## src/rtl/pkt_buffer_reader_if.sv

```systemverilog
// Signal bundle between the packet buffer read engine and its neighbours:
// scheduler descriptors, address manager controls, data buffer port and egress stream.
interface pkt_buffer_reader_if #(
    parameter int ADDR_WIDTH = 12,
    parameter int DATA_WIDTH = 256,
    parameter int LEN_WIDTH  = 12
);
    localparam int KEEP_WIDTH = DATA_WIDTH / 8;

    logic                  s_axis_desc_valid;
    logic                  s_axis_desc_ready;
    logic [ADDR_WIDTH-1:0] s_axis_desc_sop_addr;
    logic [LEN_WIDTH-1:0]  s_axis_desc_len;
    logic [KEEP_WIDTH-1:0] s_axis_desc_last_keep;
    logic                  m_axis_rd_first_word_en;
    logic [ADDR_WIDTH-1:0] m_axis_rd_pkt_sop_addr;
    logic                  m_axis_rd_en;
    logic [ADDR_WIDTH-1:0] s_axis_fl_tail;
    logic                  m_axis_buf_rd_en;
    logic [ADDR_WIDTH-1:0] m_axis_buf_rd_addr;
    logic [DATA_WIDTH-1:0] s_axis_buf_rd_data;
    logic [DATA_WIDTH-1:0] m_axis_tdata;
    logic [KEEP_WIDTH-1:0] m_axis_tkeep;
    logic                  m_axis_tlast;
    logic                  m_axis_tvalid;
    logic                  m_axis_tready;
    logic                  m_axis_busy;

    modport master (
        input  s_axis_desc_valid, s_axis_desc_sop_addr, s_axis_desc_len, s_axis_desc_last_keep,
        input  s_axis_fl_tail, s_axis_buf_rd_data, m_axis_tready,
        output s_axis_desc_ready, m_axis_rd_first_word_en, m_axis_rd_pkt_sop_addr, m_axis_rd_en,
        output m_axis_buf_rd_en, m_axis_buf_rd_addr, m_axis_tdata, m_axis_tkeep, m_axis_tlast,
        output m_axis_tvalid, m_axis_busy
    );

    modport slave (
        output s_axis_desc_valid, s_axis_desc_sop_addr, s_axis_desc_len, s_axis_desc_last_keep,
        output s_axis_fl_tail, s_axis_buf_rd_data, m_axis_tready,
        input  s_axis_desc_ready, m_axis_rd_first_word_en, m_axis_rd_pkt_sop_addr, m_axis_rd_en,
        input  m_axis_buf_rd_en, m_axis_buf_rd_addr, m_axis_tdata, m_axis_tkeep, m_axis_tlast,
        input  m_axis_tvalid, m_axis_busy
    );
endinterface

```

## src/rtl/pkt_buffer_reader.sv

```systemverilog
// Packet buffer read engine: takes a descriptor, walks the word chain via the address
// manager's fl_tail, and streams the words out through a small skid FIFO.
module pkt_buffer_reader #(
    parameter int ADDR_WIDTH     = 12,
    parameter int DATA_WIDTH     = 256,
    parameter int LEN_WIDTH      = 12,
    parameter int OUT_FIFO_DEPTH = 4
) (
    input logic                clk,
    input logic                rstn,
    pkt_buffer_reader_if.master bus
);
    localparam int KW = DATA_WIDTH / 8;
    localparam int PW = $clog2(OUT_FIFO_DEPTH);
    localparam int CW = PW + 1;
    localparam int OW = PW + 2;

    typedef enum logic [1:0] {
        IDLE = 2'd0,
        LINK = 2'd1,
        READ = 2'd2
    } state_t;

    state_t                state_r;
    logic [ADDR_WIDTH-1:0] sop_r;
    logic [LEN_WIDTH-1:0]  len_m1_r;
    logic [LEN_WIDTH-1:0]  cnt_r;
    logic [KW-1:0]         keep_r;
    logic                  desc_ready_r;
    logic                  first_word_en_r;

    logic                  inflight_r;
    logic                  inflight_last_r;
    logic [KW-1:0]         inflight_keep_r;

    logic [DATA_WIDTH-1:0] data_mem_r [OUT_FIFO_DEPTH];
    logic [KW-1:0]         keep_mem_r [OUT_FIFO_DEPTH];
    logic                  last_mem_r [OUT_FIFO_DEPTH];
    logic [PW-1:0]         wr_ptr_r;
    logic [PW-1:0]         rd_ptr_r;
    logic [CW-1:0]         count_r;

    logic                  pop_s;
    logic                  issue_s;
    logic                  last_issue_s;
    logic [OW-1:0]         occ_s;

    // Issue decision: count the in-flight read as occupied so the FIFO can never overflow.
    always_comb begin
        pop_s        = 1'b0;
        occ_s        = {OW{1'b0}};
        issue_s      = 1'b0;
        last_issue_s = 1'b0;
        pop_s        = (count_r != {CW{1'b0}}) && bus.m_axis_tready;
        occ_s        = OW'(count_r) + OW'(inflight_r);
        if ((state_r == READ) && ((occ_s - OW'(pop_s)) < OW'(OUT_FIFO_DEPTH))) begin
            issue_s      = 1'b1;
            last_issue_s = (cnt_r == len_m1_r);
        end else begin
            issue_s      = 1'b0;
            last_issue_s = 1'b0;
        end
    end

    // Descriptor FSM with registered handshake and link outputs.
    always_ff @(posedge clk or negedge rstn) begin
        if (!rstn) begin
            state_r         <= IDLE;
            sop_r           <= {ADDR_WIDTH{1'b0}};
            len_m1_r        <= {LEN_WIDTH{1'b0}};
            cnt_r           <= {LEN_WIDTH{1'b0}};
            keep_r          <= {KW{1'b0}};
            desc_ready_r    <= 1'b0;
            first_word_en_r <= 1'b0;
        end else begin
            case (state_r)
                IDLE: begin
                    if (bus.s_axis_desc_valid && desc_ready_r) begin
                        sop_r           <= bus.s_axis_desc_sop_addr;
                        // A zero length still carries one word.
                        len_m1_r        <= (bus.s_axis_desc_len == {LEN_WIDTH{1'b0}}) ?
                                           {LEN_WIDTH{1'b0}} : (bus.s_axis_desc_len - LEN_WIDTH'(1));
                        keep_r          <= bus.s_axis_desc_last_keep;
                        cnt_r           <= {LEN_WIDTH{1'b0}};
                        desc_ready_r    <= 1'b0;
                        first_word_en_r <= 1'b1;
                        state_r         <= LINK;
                    end else begin
                        desc_ready_r    <= 1'b1;
                        first_word_en_r <= 1'b0;
                    end
                end
                LINK: begin
                    first_word_en_r <= 1'b0;
                    state_r         <= READ;
                end
                READ: begin
                    if (issue_s) begin
                        cnt_r <= cnt_r + LEN_WIDTH'(1);
                        if (last_issue_s) begin
                            state_r      <= IDLE;
                            desc_ready_r <= 1'b1;
                        end else begin
                            state_r      <= READ;
                        end
                    end else begin
                        cnt_r <= cnt_r;
                    end
                end
                default: begin
                    state_r         <= IDLE;
                    desc_ready_r    <= 1'b0;
                    first_word_en_r <= 1'b0;
                end
            endcase
        end
    end

    // In-flight tag: buffer data returns one cycle after issue, tagged with its position.
    always_ff @(posedge clk or negedge rstn) begin
        if (!rstn) begin
            inflight_r      <= 1'b0;
            inflight_last_r <= 1'b0;
            inflight_keep_r <= {KW{1'b0}};
        end else begin
            inflight_r      <= issue_s;
            inflight_last_r <= last_issue_s;
            inflight_keep_r <= last_issue_s ? keep_r : {KW{1'b1}};
        end
    end

    // Output skid FIFO: written from the in-flight read, drained by the egress handshake.
    always_ff @(posedge clk or negedge rstn) begin
        if (!rstn) begin
            for (int i = 0; i < OUT_FIFO_DEPTH; i++) begin
                data_mem_r[i] <= {DATA_WIDTH{1'b0}};
                keep_mem_r[i] <= {KW{1'b0}};
                last_mem_r[i] <= 1'b0;
            end
            wr_ptr_r <= {PW{1'b0}};
            rd_ptr_r <= {PW{1'b0}};
            count_r  <= {CW{1'b0}};
        end else begin
            if (inflight_r) begin
                data_mem_r[wr_ptr_r] <= bus.s_axis_buf_rd_data;
                keep_mem_r[wr_ptr_r] <= inflight_keep_r;
                last_mem_r[wr_ptr_r] <= inflight_last_r;
                wr_ptr_r             <= wr_ptr_r + PW'(1);
            end else begin
                wr_ptr_r <= wr_ptr_r;
            end
            if (pop_s) begin
                rd_ptr_r <= rd_ptr_r + PW'(1);
            end else begin
                rd_ptr_r <= rd_ptr_r;
            end
            count_r <= count_r + CW'(inflight_r) - CW'(pop_s);
        end
    end

    assign bus.s_axis_desc_ready       = desc_ready_r;
    assign bus.m_axis_rd_first_word_en = first_word_en_r;
    assign bus.m_axis_rd_pkt_sop_addr  = sop_r;
    // fl_tail advances on each rd_en, so the read address must follow it combinationally.
    assign bus.m_axis_rd_en            = issue_s;
    assign bus.m_axis_buf_rd_en        = issue_s;
    assign bus.m_axis_buf_rd_addr      = issue_s ? bus.s_axis_fl_tail : {ADDR_WIDTH{1'b0}};
    assign bus.m_axis_tdata            = data_mem_r[rd_ptr_r];
    assign bus.m_axis_tkeep            = keep_mem_r[rd_ptr_r];
    assign bus.m_axis_tlast            = last_mem_r[rd_ptr_r];
    assign bus.m_axis_tvalid           = (count_r != {CW{1'b0}});
    assign bus.m_axis_busy             = (state_r != IDLE) || (count_r != {CW{1'b0}}) || inflight_r;
endmodule

```

## src/flat_wrapper.sv

```systemverilog
// flat-port wrapper written by rule: the top's interface ports become plain ports
module pkt_buffer_reader_flat 
#(
    parameter int ADDR_WIDTH     = 12,
    parameter int DATA_WIDTH     = 256,
    parameter int LEN_WIDTH      = 12,
    parameter int OUT_FIFO_DEPTH = 4
)
  (clk, rstn, bus_s_axis_desc_valid, bus_s_axis_desc_sop_addr, bus_s_axis_desc_len, bus_s_axis_desc_last_keep, bus_s_axis_fl_tail, bus_s_axis_buf_rd_data, bus_m_axis_tready, bus_s_axis_desc_ready, bus_m_axis_rd_first_word_en, bus_m_axis_rd_pkt_sop_addr, bus_m_axis_rd_en, bus_m_axis_buf_rd_en, bus_m_axis_buf_rd_addr, bus_m_axis_tdata, bus_m_axis_tkeep, bus_m_axis_tlast, bus_m_axis_tvalid, bus_m_axis_busy);
  pkt_buffer_reader_if #(.ADDR_WIDTH(ADDR_WIDTH), .DATA_WIDTH(DATA_WIDTH), .LEN_WIDTH(LEN_WIDTH)) bus_i ();
  input logic clk;
  input logic rstn;
  input wire logic [$bits(bus_i.s_axis_desc_valid)-1:0] bus_s_axis_desc_valid;
  input wire logic [$bits(bus_i.s_axis_desc_sop_addr)-1:0] bus_s_axis_desc_sop_addr;
  input wire logic [$bits(bus_i.s_axis_desc_len)-1:0] bus_s_axis_desc_len;
  input wire logic [$bits(bus_i.s_axis_desc_last_keep)-1:0] bus_s_axis_desc_last_keep;
  input wire logic [$bits(bus_i.s_axis_fl_tail)-1:0] bus_s_axis_fl_tail;
  input wire logic [$bits(bus_i.s_axis_buf_rd_data)-1:0] bus_s_axis_buf_rd_data;
  input wire logic [$bits(bus_i.m_axis_tready)-1:0] bus_m_axis_tready;
  output wire logic [$bits(bus_i.s_axis_desc_ready)-1:0] bus_s_axis_desc_ready;
  output wire logic [$bits(bus_i.m_axis_rd_first_word_en)-1:0] bus_m_axis_rd_first_word_en;
  output wire logic [$bits(bus_i.m_axis_rd_pkt_sop_addr)-1:0] bus_m_axis_rd_pkt_sop_addr;
  output wire logic [$bits(bus_i.m_axis_rd_en)-1:0] bus_m_axis_rd_en;
  output wire logic [$bits(bus_i.m_axis_buf_rd_en)-1:0] bus_m_axis_buf_rd_en;
  output wire logic [$bits(bus_i.m_axis_buf_rd_addr)-1:0] bus_m_axis_buf_rd_addr;
  output wire logic [$bits(bus_i.m_axis_tdata)-1:0] bus_m_axis_tdata;
  output wire logic [$bits(bus_i.m_axis_tkeep)-1:0] bus_m_axis_tkeep;
  output wire logic [$bits(bus_i.m_axis_tlast)-1:0] bus_m_axis_tlast;
  output wire logic [$bits(bus_i.m_axis_tvalid)-1:0] bus_m_axis_tvalid;
  output wire logic [$bits(bus_i.m_axis_busy)-1:0] bus_m_axis_busy;
  assign bus_i.s_axis_desc_valid = bus_s_axis_desc_valid;
  assign bus_i.s_axis_desc_sop_addr = bus_s_axis_desc_sop_addr;
  assign bus_i.s_axis_desc_len = bus_s_axis_desc_len;
  assign bus_i.s_axis_desc_last_keep = bus_s_axis_desc_last_keep;
  assign bus_i.s_axis_fl_tail = bus_s_axis_fl_tail;
  assign bus_i.s_axis_buf_rd_data = bus_s_axis_buf_rd_data;
  assign bus_i.m_axis_tready = bus_m_axis_tready;
  assign bus_s_axis_desc_ready = bus_i.s_axis_desc_ready;
  assign bus_m_axis_rd_first_word_en = bus_i.m_axis_rd_first_word_en;
  assign bus_m_axis_rd_pkt_sop_addr = bus_i.m_axis_rd_pkt_sop_addr;
  assign bus_m_axis_rd_en = bus_i.m_axis_rd_en;
  assign bus_m_axis_buf_rd_en = bus_i.m_axis_buf_rd_en;
  assign bus_m_axis_buf_rd_addr = bus_i.m_axis_buf_rd_addr;
  assign bus_m_axis_tdata = bus_i.m_axis_tdata;
  assign bus_m_axis_tkeep = bus_i.m_axis_tkeep;
  assign bus_m_axis_tlast = bus_i.m_axis_tlast;
  assign bus_m_axis_tvalid = bus_i.m_axis_tvalid;
  assign bus_m_axis_busy = bus_i.m_axis_busy;
  pkt_buffer_reader #(.ADDR_WIDTH(ADDR_WIDTH), .DATA_WIDTH(DATA_WIDTH), .LEN_WIDTH(LEN_WIDTH), .OUT_FIFO_DEPTH(OUT_FIFO_DEPTH)) u_core (.clk(clk), .rstn(rstn), .bus(bus_i));
endmodule
```

## config.mk

```make
export PLATFORM = sky130hd
export DESIGN_NAME = pkt_buffer_reader_flat
export DESIGN_NICKNAME = d
export VERILOG_FILES = /design/src/rtl/pkt_buffer_reader_if.sv /design/src/rtl/pkt_buffer_reader.sv /design/src/flat_wrapper.sv
export SDC_FILE = /design/constraint.sdc
export NUM_CORES = 2
export LEC_CHECK = 0
export ABC_CLOCK_PERIOD_IN_PS = 4800
export BUFFER_PORTS_ARGS = -buffer_cell sky130_fd_sc_hd__buf_2
export CAP_MARGIN = 20
export CORE_ASPECT_RATIO = 1.4
export CORE_MARGIN = 2
export CORE_UTILIZATION = 49
export CTS_BUF_LIST = sky130_fd_sc_hd__clkbuf_4
export DETAILED_ROUTE_END_ITERATION = 12
export GPL_TIMING_DRIVEN = 0
export PLACE_DENSITY = 0.69
export RECOVER_POWER = 25
export SLEW_MARGIN = 25
export SYNTH_ARGS = -nofsm -noshare
export SYNTH_HDL_FRONTEND = slang
export SYNTH_SLANG_ARGS = --single-unit
```

## constraint.sdc

```tcl
create_clock -name clk -period 4.8 [get_ports clk]
set_clock_uncertainty 0.2 [all_clocks]
set_input_delay 0.72 -clock clk [delete_from_list [all_inputs] [get_ports clk]]
set_output_delay 0.72 -clock clk [all_outputs]
set_load 0.01 [all_outputs]
```

After elaboration in Yosys (flattened, before gate mapping)
Cells that the tools add are included.
{"block": "word_totals", "register_bits": 1269, "latch_bits": 0, "ramBits": 0, "rom_bits": 0, "in_bits": 328, "out_inout_bits": 319, "word_cells": 97, "mem_count": 0}
{"block": "op_classes", "addsub": 8, "multipliers": 0, "n_div": 0, "n_lt_le_gt_ge": 4, "n_eq_ne": 6, "shifts": 0, "mux": 36, "bitwise": 3, "reduce_logical": 15}
{"op": "bitwise mux 1024 bit", "n": 1}
{"op": "2-to-1 mux 256 bit", "n": 3}
{"op": "binary-select mux 256 bit (select 2 bit)", "n": 1}
{"op": "demux 256 bit (select 2 bit)", "n": 1}
{"op": "bitwise mux 128 bit", "n": 1}
{"op": "2-to-1 mux 32 bit", "n": 4}
{"op": "binary-select mux 32 bit (select 2 bit)", "n": 1}
{"op": "demux 32 bit (select 2 bit)", "n": 1}
{"op": "2-to-1 mux 12 bit", "n": 4}
{"op": "one-hot mux 12 bit (2 select lines)", "n": 1}
{"op": "adder 12 x 1 -> 12 bit (second input constant)", "n": 1}
{"op": "equality test 12 bit", "n": 1}
{"op": "logical NOT 12 bit", "n": 1}
{"op": "subtractor 12 x 1 -> 12 bit (second input constant)", "n": 1}
{"op": "2-to-1 mux 1 bit", "n": 9}
{"op": ">= comparator 3 bit (second input constant)", "n": 2}
{"op": "2-to-1 mux 2 bit", "n": 3}
{"op": "inequality test 2 x 1 -> 1 bit (second input constant)", "n": 3}
{"op": "NOT 2 -> 3 bit", "n": 2}
{"op": "one-hot mux 2 bit (3 select lines)", "n": 1}
{"op": "AND reduction 3 bit", "n": 2}
{"op": "adder 2 x 1 -> 2 bit (second input constant)", "n": 2}
{"op": "adder 3 x 1 -> 4 bit", "n": 1}
{"op": "bitwise mux 4 bit", "n": 1}
{"op": "18 further kinds", "n": 24}

Longest topological paths before layout
{"block": "logic_depth", "ltp_word": 9, "mapped_depth": 13, "depth_no_buf": 12}

Worst setup path before layout
No wires, ideal clock.
{"block": "synth_path", "path_type": "register to output", "startpoint": "register u_core.count_r[1]", "endpoint": "output bus_m_axis_buf_rd_addr[10]", "t_arrival_ns": 3.163, "t_required_ns": 3.880, "path_slack_ns": 0.717, "stages_incl_launch_ff": 13, "path_cell_list": "dfrtp_1 or3_1 and2_1 ha_1 inv_1 ha_1 fa_1 xor2_1 a2111oi_4 nor2_4 inv_1 clkbuf_1 and2_1"}
{"block": "synth_via", "elab_chain_len": 7, "word_cells_on_any_way": 8}
{"item": "from (decl)", "line_no": "pkt_buffer_reader.sv:41", "rtl": "logic [CW-1:0] count_r;"}
{"item": "from (signal assigned)", "line_no": "pkt_buffer_reader.sv:142", "rtl": "count_r <= {CW{1'b0}};"}
{"item": "from (signal assigned)", "line_no": "pkt_buffer_reader.sv:157", "rtl": "count_r <= count_r + CW'(inflight_r) - CW'(pop_s);"}
{"item": "nonzero test 3 bit"}
{"item": "net bus_m_axis_tvalid", "line_no": "flat_wrapper.sv:29", "rtl": "output wire logic [$bits(bus_i.m_axis_tvalid)-1:0] bus_m_axis_tvalid;"}
{"item": "logical AND 1 bit", "line_no": "pkt_buffer_reader.sv:54", "rtl": "pop_s = (count_r != {CW{1'b0}}) && bus.m_axis_tready;"}
{"item": "net u_core.pop_s", "line_no": "pkt_buffer_reader.sv:43", "rtl": "logic pop_s;"}
{"item": "subtractor 4 x 1 -> 4 bit", "line_no": "pkt_buffer_reader.sv:56", "rtl": "if ((state_r == READ) && ((occ_s - OW'(pop_s)) < OW'(OUT_FIFO_DEPTH))) begin"}
{"item": "< comparator 4 x 3 -> 1 bit", "line_no": "pkt_buffer_reader.sv:56"}
{"item": "logical AND 1 bit", "line_no": "pkt_buffer_reader.sv:56"}
{"item": "2-to-1 mux 1 bit", "line_no": "pkt_buffer_reader.sv:56"}
{"item": "net bus_m_axis_buf_rd_en", "line_no": "flat_wrapper.sv:24", "rtl": "output wire logic [$bits(bus_i.m_axis_buf_rd_en)-1:0] bus_m_axis_buf_rd_en;"}
{"item": "2-to-1 mux 12 bit", "line_no": "pkt_buffer_reader.sv:167", "rtl": "assign bus.m_axis_buf_rd_addr = issue_s ? bus.s_axis_fl_tail : {ADDR_WIDTH{1'b0}};"}
{"item": "to (decl)", "line_no": "flat_wrapper.sv:25", "rtl": "output wire logic [$bits(bus_i.m_axis_buf_rd_addr)-1:0] bus_m_axis_buf_rd_addr;"}
The timed path passes the listed nets, and every way through them passes these cells.

Worst setup path in the final report
{"block": "layout_path", "startpoint": "register u_core.count_r[2]", "endpoint": "output bus_m_axis_buf_rd_addr[8]"}
{"block": "layout_via", "elab_chain_len": 7, "word_cells_on_any_way": 8}
{"item": "nonzero test 3 bit", "line_no": "pkt_buffer_reader.sv:54"}
{"item": "logical AND 1 bit", "line_no": "pkt_buffer_reader.sv:54"}
{"item": "net u_core.pop_s", "line_no": "pkt_buffer_reader.sv:43"}
{"item": "subtractor 4 x 1 -> 4 bit", "line_no": "pkt_buffer_reader.sv:56"}
{"item": "< comparator 4 x 3 -> 1 bit", "line_no": "pkt_buffer_reader.sv:56"}
{"item": "logical AND 1 bit", "line_no": "pkt_buffer_reader.sv:56"}
{"item": "2-to-1 mux 1 bit", "line_no": "pkt_buffer_reader.sv:56"}
{"item": "2-to-1 mux 12 bit", "line_no": "pkt_buffer_reader.sv:167"}
The timed path passes the listed nets, and every way through them passes these cells.

==> summary.txt <==
Outcome
  • Status: complete, but fails checks
  • Violated checks: capacitance limit, slew limit, setup timing

Worst setup path
  • Worst setup path startpoint: u_core.count_r[2]
  • Worst Path Arrival: between 4 and 5 ns
  • Worst EP required: ~3.9 ns
  • Max Fanout on Critical Path: 6
  • Worst Setup Path Type: reg2out
  • Cell Chain, Critical Path: or3_4 > and2_4 > ha_4 > inv_2 > ha_4 > fa_2 > xor2_4 > and4bb_2 > nor2_4 > inv_4 > clkbuf_16 > and2_4 > buf_6
  • Crit. End Element: output port
  • Crit path max-delay cell type: or3_4
  • R2r startpoint: u_core.count_r[2]
  • Slowest stage delay, CP: approximately 0.39 ns
  • CP startpoint kind: flop

Run
  • Max-cap violations: 5

Finish
  • Area delta synth->final: 27.52%
  • Final core utilization: 0.6286
  • Filler cell count: 8,164
  • Commonest non-fill, non-tap cell in the layout: dfrtp_1
  • FF+latch area: about 32,000 um^2
  • Area used by multi-input combinational logic: 21,460 um^2
  • Share of cells above drive strength 1: 0.5377
  • Most frequent cells in the layout: 1,269 x dfrtp_1, 1,156 x mux2_2, 712 x buf_2
  • Nets: about 5,200

Floorplan
  • Effective utilization at floorplan: 0.4929
  • Die width: about 280 um
  • Io pins: between 600 and 700
  • Core box area: about 110,000 um^2
  • Std cell rows: between 100 and 150
  • Die height: roughly 400 um
  • Die ar.: about 110,000 um^2

Timing
  • Tightest Pin Transition: between 3 and 4 ns
  • Slew margin rel.: -1.159
  • Final Hold Vio Count: 0
  • Final min period: roughly 5.0 ns
  • Finish-stage setup viols: 14
  • RSZ-0062 raised after global routing: yes
  • Final WS setup: -0.1746 ns
  • Max Fclk: just over 200 MHz
  • Min Hold Slack: 0.1519 ns
  • Fin. max-slew vios: 563
  • Tcrit/Tclk final: 1.036

Global routing
  • Global-route wire length before repair: roughly 220,000 um
  • Gr usage total: 0.2522
  • Initial antenna violation count: 35
  • Aggregate global routing overflow: 0
  • Largest net degree at the start of global routing: around 130
  • Vias in the first global route: roughly 39,000

Routing
  • Avg Vias per Cell: between 5 and 6
  • Antenna-violating nets left: 0
  • DRC viols: 0
  • Vias: approximately 35,000
  • 1st-iter DRT viols: approximately 1,500
  • WL per Instance: 21.65 um
  • Final WL: about 140,000 um
  • DRT Pass-1 Iters: 5

Worst hold path
  • Hold_sp: bus_s_axis_buf_rd_data[135]
  • Hold Crit Class: in2reg

Clock network
  • Latest clock arrival within the worst-skew pair: between 1 and 1.5 ns
  • Clock tree sinks: between 1,000 and 1,500
  • H-Tree Depth: 5
  • Clock slew at reported path FFs: approximately 0.070 ns
  • Number of CTS-inserted buffers: 325
  • Root Buffer: clkbuf_4
  • CTS max path bufs: 4
  • CTS tree: done

Placement
  • Routability congestion estimate: ~0.8
  • Post-detail-place hpwl: 92,430 um
  • IO Port Bufs: roughly 650

Synthesis
  • Netlist cell types: 43
  • Seq cells post-synth: 1,269
  • Warnings, synthesis: 0
  • Post-Syn Area: 54,090 um^2
  • Cells after Synth: 3,274
  • Syn_nets: between 3,000 and 4,000
  • Asr flop ratio synth: 1.000
  • Synth Flop Type: dfrtp_1
  • Register area share after synthesis: 0.5871
  • Post-synth EDFFs: 0
  • Mapped Avg Cell Area: about 17 um^2

Pwr
  • Leakage power: approximately 0.03 uW
  • Max IR drop VDD: between 400 and 500 uV
  • PwrDens: roughly 670 nW/um^2
[area by class of cell]
class,count,share of cell area
antenna,27,0.0009796
buffer,210,0.01395
clock buffer,452,0.04920
clock inverter,75,0.005352
inverter,13,0.0007438
multi-input combinational,1782,0.3112
sequential,1269,0.4604
tap,1460,0.02649
timing repair buffer,1213,0.1317
[cells in the mapped netlist, types with 8 or more instances]
library cell / instances / area, um^2
dfrtp_1: 1269 / 31760
nor2_1: 12 / 45.04
nand3_1: 8 / 40.04
inv_1: 12 / 45.04
o21ai_0: 18 / 90.09
mux4_2: 289 / 6509
buf_1: 28 / 105.1
nand2b_1: 35 / 219.0
nand2_1: 162 / 608.1
ha_1: 10 / 125.1
xnor2_1: 17 / 148.9
and2_1: 16 / 100.1
clkbuf_1: 102 / 382.9
buf_2: 77 / 385.4
mux2_2: 1156 / 13020
[final timing paths]
kind	to	slack [ns]	cells past startpoint
setup / recovery	bus_m_axis_buf_rd_addr[8]	-0.17	13
hold / removal	u_core.data_mem_r[903]	0.15	3
setup reg to reg	u_core.inflight_keep_r[16]	0.88	13
hold reg to reg	u_core.inflight_keep_r[1]	0.21	1
max in group asynchronous	u_core.data_mem_r[708]	0.31	8
min in group asynchronous	u_core.data_mem_r[79]	0.72	4
[report_power, final]
part / switching [uW] / internal (uW) / leakage (uW)
Combinational: 8520 / 10500 / 0.0131
Clock: 4260 / 4470 / 0.00225
Sequential: 2510 / 16000 / 0.0147
[per-layer routing]
metal  part of all wire  vias to the layer above  track usage
met1               0.40                    18150       0.3082
li1                   -                    15360            -
met5            0.00072                        -            0
met3              0.067                      323      0.07798
met4              0.042                       16       0.1224
met2               0.49                     1010       0.4084
[critical path: cells and delay by family (launching register included)]
kind / cells / cell delay (ns)
xor+xnor: 1 / 0.18
fa+ha+maj: 3 / 0.78
buf+inv: 4 / 0.43
flops: 1 / 0.38
simple gates: 5 / 1.11
[sequential cells by signal (all words and copies together) (netlist names)]
signal	count
u_core.data_mem_r	1024
u_core.keep_mem_r	128
u_core.inflight_keep_r	32
u_core.keep_r	32
u_core.bus.m_axis_rd_pkt_sop_addr	12
u_core.cnt_r	12
u_core.len_m1_r	12
u_core.last_mem_r	4
u_core.count_r	3
u_core.rd_ptr_r	2
u_core.state_r	2
u_core.wr_ptr_r	2
u_core.bus.m_axis_rd_first_word_en	1
u_core.bus.s_axis_desc_ready	1
u_core.inflight_last_r	1
u_core.inflight_r	1
[cells by family (layout without fill, tap and decap cells)]
logic type | count (synthesis) | after routing | synth area share
adders and majority gates | 11 | 11 | 0.002684
muxes | 1451 | 1451 | 0.3621
xor gates and xnor gates | 23 | 23 | 0.003724
AOI/OAI and AO/OA | 33 | 33 | 0.003956
and+or+nand+nor | 264 | 264 | 0.02283
DFF | 1269 | 1269 | 0.5871
buffers and inverters | 223 | 1963 | 0.01754
other | 0 | 27 | 0
[what timing repair did]
action | in CTS | in global routing
hold buffers | 545 | 0
resized for setup | 55 | 0
pin swaps | 21 | 2
buffers inserted | 10 | 0
cloned | 1 | 0
hold endpoints to repair | 1394 | 0
endpoints found under the setup margin | 115 | 14
[stage by stage]
step | total power (uW) | area [um^2] | setup WS, ns | TNS, ns | std cells
floorplan | 30120 | 54090 | 0.7167 | 0 | 3274
global placement | 36450 | 59150 | -25.24 | - | 5380
detailed placement | 36930 | 59470 | 0.2025 | 0 | 5391
CTS | 46540 | 69020 | -0.3439 | -4.716 | 6474
global route | 48960 | 68960 | -0.3741 | -49.14 | 6499
finish | 46190 | 68970 | -0.1746 | -2.289 | 6501
Note: power is estimated with default switching activity, not from simulation.
